===== src/rtl/ysyx_25020037_axi_arbiter.sv =====
// ysyx_25020037_axi_arbiter
// Two-master, one-slave AXI4 arbiter placed between the IFU (m0, read-only)
// and the LSU (m1, read/write) and the SoC crossbar. Only one whole
// transaction (AR+R burst or AW+W+B) is in flight on the slave port at a time.
// The LSU has fixed priority. A starvation counter forces an IFU grant after
// STARVE_LIMIT LSU grants that were issued while the IFU was waiting.
// Routing is purely combinational from the grant state, so the arbiter holds
// no data registers and never creates or drops a handshake.
module ysyx_25020037_axi_arbiter #(
  parameter int STARVE_LIMIT = 4  // legal range 1..15
) (
  input  logic        clk,
  input  logic        rst,
  // IFU read-only master
  input  logic        m0_arvalid,
  output logic        m0_arready,
  input  logic [48:0] m0_ar,
  output logic        m0_rvalid,
  input  logic        m0_rready,
  output logic [38:0] m0_r,
  // LSU read/write master
  input  logic        m1_arvalid,
  output logic        m1_arready,
  input  logic [48:0] m1_ar,
  output logic        m1_rvalid,
  input  logic        m1_rready,
  output logic [38:0] m1_r,
  input  logic        m1_awvalid,
  output logic        m1_awready,
  input  logic [48:0] m1_aw,
  input  logic        m1_wvalid,
  output logic        m1_wready,
  input  logic [36:0] m1_w,
  output logic        m1_bvalid,
  input  logic        m1_bready,
  output logic [5:0]  m1_b,
  // shared slave port
  output logic        s_arvalid,
  input  logic        s_arready,
  output logic [48:0] s_ar,
  input  logic        s_rvalid,
  output logic        s_rready,
  input  logic [38:0] s_r,
  output logic        s_awvalid,
  input  logic        s_awready,
  output logic [48:0] s_aw,
  output logic        s_wvalid,
  input  logic        s_wready,
  output logic [36:0] s_w,
  input  logic        s_bvalid,
  output logic        s_bready,
  input  logic [5:0]  s_b
);

  typedef enum logic [1:0] {
    IDLE   = 2'd0,
    RD_IFU = 2'd1,
    RD_LSU = 2'd2,
    WR_LSU = 2'd3
  } state_e;

  localparam logic [3:0] LIMIT = 4'(STARVE_LIMIT);
  // rlast position inside the {rdata,rresp,rlast,rid} bundle
  localparam int RLAST_BIT = 4;

  state_e     state_q, state_d;
  logic [3:0] starve_cnt_q, starve_cnt_d;
  logic [3:0] lsu_grant_cnt_s;

  // grant state and starvation counter registers
  always_ff @(posedge clk or posedge rst) begin
    if (rst) begin
      state_q      <= IDLE;
      starve_cnt_q <= 4'd0;
    end else begin
      state_q      <= state_d;
      starve_cnt_q <= starve_cnt_d;
    end
  end

  // counter value to load when the LSU is granted: count only grants that
  // overtook a waiting IFU, saturating at the limit
  always_comb begin
    lsu_grant_cnt_s = 4'd0;
    if (m0_arvalid) begin
      if (starve_cnt_q >= LIMIT) begin
        lsu_grant_cnt_s = LIMIT;
      end else begin
        lsu_grant_cnt_s = starve_cnt_q + 4'd1;
      end
    end else begin
      lsu_grant_cnt_s = 4'd0;
    end
  end

  // arbitration in IDLE and end-of-transaction detection in the grant states
  always_comb begin
    state_d      = state_q;
    starve_cnt_d = starve_cnt_q;
    case (state_q)
      IDLE: begin
        if (m0_arvalid && (starve_cnt_q == LIMIT)) begin
          state_d      = RD_IFU;
          starve_cnt_d = 4'd0;
        end else if (m1_awvalid) begin
          state_d      = WR_LSU;
          starve_cnt_d = lsu_grant_cnt_s;
        end else if (m1_arvalid) begin
          state_d      = RD_LSU;
          starve_cnt_d = lsu_grant_cnt_s;
        end else if (m0_arvalid) begin
          state_d      = RD_IFU;
          starve_cnt_d = 4'd0;
        end else begin
          state_d      = IDLE;
        end
      end
      RD_IFU: begin
        if (s_rvalid && m0_rready && s_r[RLAST_BIT]) begin
          state_d = IDLE;
        end else begin
          state_d = RD_IFU;
        end
      end
      RD_LSU: begin
        if (s_rvalid && m1_rready && s_r[RLAST_BIT]) begin
          state_d = IDLE;
        end else begin
          state_d = RD_LSU;
        end
      end
      WR_LSU: begin
        if (s_bvalid && m1_bready) begin
          state_d = IDLE;
        end else begin
          state_d = WR_LSU;
        end
      end
      default: begin
        state_d      = IDLE;
        starve_cnt_d = 4'd0;
      end
    endcase
  end

  // channel routing: only the granted master's channels are connected,
  // everything else is held at zero
  always_comb begin
    m0_arready = 1'b0;
    m0_rvalid  = 1'b0;
    m0_r       = 39'd0;
    m1_arready = 1'b0;
    m1_rvalid  = 1'b0;
    m1_r       = 39'd0;
    m1_awready = 1'b0;
    m1_wready  = 1'b0;
    m1_bvalid  = 1'b0;
    m1_b       = 6'd0;
    s_arvalid  = 1'b0;
    s_ar       = 49'd0;
    s_rready   = 1'b0;
    s_awvalid  = 1'b0;
    s_aw       = 49'd0;
    s_wvalid   = 1'b0;
    s_w        = 37'd0;
    s_bready   = 1'b0;
    case (state_q)
      RD_IFU: begin
        s_arvalid  = m0_arvalid;
        s_ar       = m0_ar;
        m0_arready = s_arready;
        m0_rvalid  = s_rvalid;
        m0_r       = s_r;
        s_rready   = m0_rready;
      end
      RD_LSU: begin
        s_arvalid  = m1_arvalid;
        s_ar       = m1_ar;
        m1_arready = s_arready;
        m1_rvalid  = s_rvalid;
        m1_r       = s_r;
        s_rready   = m1_rready;
      end
      WR_LSU: begin
        s_awvalid  = m1_awvalid;
        s_aw       = m1_aw;
        m1_awready = s_awready;
        s_wvalid   = m1_wvalid;
        s_w        = m1_w;
        m1_wready  = s_wready;
        m1_bvalid  = s_bvalid;
        m1_b       = s_b;
        s_bready   = m1_bready;
      end
      IDLE: begin
        s_arvalid  = 1'b0;
      end
      default: begin
        s_arvalid  = 1'b0;
      end
    endcase
  end

endmodule


===== config.mk =====
export PLATFORM = sky130hd
export DESIGN_NAME = ysyx_25020037_axi_arbiter
export DESIGN_NICKNAME = d
export VERILOG_FILES = /design/src/rtl/ysyx_25020037_axi_arbiter.sv
export SDC_FILE = /design/constraint.sdc
export NUM_CORES = 1
export LEC_CHECK = 0
export ABC_AREA = 1
export BUFFER_PORTS_ARGS = -buffer_cell sky130_fd_sc_hd__buf_4
export CORE_AREA = 2 2 183 185
export DETAILED_ROUTE_END_ITERATION = 10
export DIE_AREA = 0 0 185 187
export PLACE_DENSITY = 0.33
export SYNTH_ARGS = -nofsm -noshare
export SYNTH_HDL_FRONTEND = slang
export SYNTH_SLANG_ARGS = --single-unit

===== constraint.sdc =====
create_clock -name clk -period 1.2 [get_ports clk]
set_input_delay 0.06 -clock clk [delete_from_list [all_inputs] [get_ports clk]]
set_output_delay 0.06 -clock clk [all_outputs]
set_load 0.01 [all_outputs]

==> impl_results.md <==
- Run status: complete, but fails checks
- Failing checks: negative setup slack
- Largest net degree at the start of global routing: 34
- Slew Viols, Final: 0
- Reg2reg end: state_q[1]
- Post-Synth XOR/XNOR Area: 0%
- Fill count: about 3800
- Max-Cap Viols: 0
- Synth Area in Simple Gates: 45.8%
- Seq/Total Area, Yosys: under 10%
- First-pass GRT wire length: 31500 microns
- Critical path capture point type: primary output
- Wire per inst: 14.7 microns
- # clock sinks: 6
- Hold path depth: 5
- Worst slew margin: 79.7%
- Routed Antenna Nets: 0
- Commonest non-fill, non-tap cells in the layout: 469 x buf_4, 297 x nand2_1, 181 x inv_1, 50 x a21oi_2, 27 x buf_6
- Fin crit period: 1620 ps
- DR vias: 5201
- PnR worst setup slack: -425 ps
- Syn avg cell area: 4.28 sq um
- CTS tree: yes
- Die height: around 190 microns
- Worst-Margin Slew: 304 ps
- RSZ-0062 raised after global routing: true
- Die area: 0.0346 sq mm
- CP arrival: 1560 ps
- Share of layout cells above drive strength 1: 53.8%
- Buffers on Ports: 473
- Pwr Density: between 1500 and 2000 mW/mm^2
- Chip width: 185 microns
- Synthesized area: 0.00262 sq mm
- Gr usage total: 12.0%
- R2r setup slk: -220 ps
- Seq. cell area: 150 sq um
- CP Data Required Time: ~1100 ps
- Overflow after GRT: 0
- Area of the multi-input gates: 0.00182 sq mm
- Yosys cell types: 13
- Post-synthesis compound-gate area fraction: a little over a tenth
- Worst Hold Class: input pin to flop
- Mapped Nets: 862
- Mapped Cells: 612
- Reg2reg start: state_q[0]
- Root buffer cell: clkbuf_16
- Post-layout util: a little under a quarter
- Leading cell type in the layout, fill and taps excluded: buf_4
- Layout area overhead: 188%
- Hold Path End: state_q[0]
- Crit Path Max Fanout: 15
- DRC: 0
- Clock skew: 3.35 ps
- Fmax achieved: around 600 MHz
- Reg clk slew, reported paths: 30 ps
- Initial Utilization: 7.98%
- Clock network latency to the later pin of the worst-skew pair: 230 ps
- R2R depth: 8
- Warnings, synthesis: 0
- Initial DRT Pass Iterations: 4
- Area share of the largest cell type after synthesis: around 44%
- Hold Vio Cnt, Final: 0
- Row count: 67
- CP Class: flop to primary output
- Initial DRC count: 149
- Largest vdd supply drop: 0.00119 V
- Final GP Congestion: 0.796
- Mux share of post-synthesis cell area: 0%
- Leading area contributor after synthesis: nand2_1
- P_leak: 5.06 nW
- DP Cell Count: 1528
- Synthesis-stage register bit count: 6
- Combinational family with the most area after synthesis: simple AND/OR/NAND/NOR gates
- Final period util: 135%
- CTS buffer count: 3
- Fraction of the mapped netlist area in adder cells: 3.34%
- Antenna violations before repair: 1
- Vias per cell: roughly 3.4
- Final setup violation count: 233
- Critical path startpoint category: flop
- Ports: 474
- Maximum clock path buffer count: 2
- Setup tns final: -78190 ps
- H-tree levels: 1
- Number of global-route vias before repair: 5186
- Final wirelength: 22700 microns
- Post-route non-filler standard cell count: approximately 1500
- Final #Nets: between 1000 and 1500
- Top cells by area, synth: nand2_1 44%, inv_1 27%, a21oi_1 10%
- Core Box Area: 0.0329 sq mm
- Hold wc startpoint: m1_awvalid
- HPWL after detailed placement: 19500 microns
-- routing by layer --
layer  wire length (microns)  track usage [%]
met5                       0                0
met1                    8220             12.5
met4                     163            0.611
met3                    1860             2.55
met2                   12500             24.9
-- timing repair --
action | CTS | global route
pin swaps | 1 | 1
hold buffers | 1 | 0
hold endpoints to repair | 6 | 0
cloned | 4 | 0
resized for setup | 16 | 33
setup endpoints to repair | 233 | 235
buffers inserted | 2 | 4
-- critical path, cell delays in order, from the launching register on --
cell     delay (ps)
dfrtp_1         380
inv_2            70
buf_6           100
ha_4            180
buf_12          160
buf_4           130
nand2_1          60
a21oi_2         120
buf_4           140
-- report_power, final --
group | internal, W | switching (W)
Clock | 0.000427 | 0.000103
Combinational | 0.00640 | 0.00678
Sequential | 0.000265 | 0.0000467
Total | 0.00710 | 0.00693
-- flip-flops by register name, summed over array words and instances (netlist names) --
register	flops
state_q	2
starve_cnt_q	4
-- how the worst max path moves through the flow --
stage	to	start	slack (ps)	cells past startpoint
finish	s_arvalid	state_q[0]	-420	8
global route	s_ar[11]	state_q[1]	-520	7
CTS	s_ar[2]	state_q[0]	-450	7
detailed placement	s_ar[40]	state_q[1]	-280	7
global placement	s_ar[40]	state_q[1]	-260	7
floorplan	s_ar[10]	state_q[1]	-7	6
-- layout make-up --
type,count,area share (%)
Multi-Input combinational cell,380,24.1
Clock buffer,3,0.993
Antenna cell,1,0.0331
Sequential cell,6,1.99
Inverter,190,9.50
Tap cell,448,7.41
Timing Repair Buffer,515,56.0
-- Yosys cell counts, drive strengths merged --
master and n:
a21oi 53, clkbuf 7, inv 189, buf 29
ha 7, dfrtp 6, clkinv 1, o21ai 2
nand3 4, nand4 1, nand2 306, nor2 7
-- metrics by stage --
stage	setup WS, ps	hold WS (ps)	power, W	cell area (sq um)
2_1_floorplan	-6.84	-149	0.00629	2890
3_3_place_gp	-263	37.7	0.0128	7150
6_report	-425	171	0.0140	7560
4_1_cts	-447	168	0.0140	7430
3_5_place_dp	-277	33.9	0.0127	7150
5_1_grt	-518	192	0.0152	7560
-- kinds of logic after synthesis --
group,Yosys count
AND/OR/NAND/NOR,318
buffers and inverters,226
AO/OA/AOI/OAI,55
adder cells (fa/ha/maj),7
flip-flops,6
Note: power is estimated with default switching activity, not from simulation.
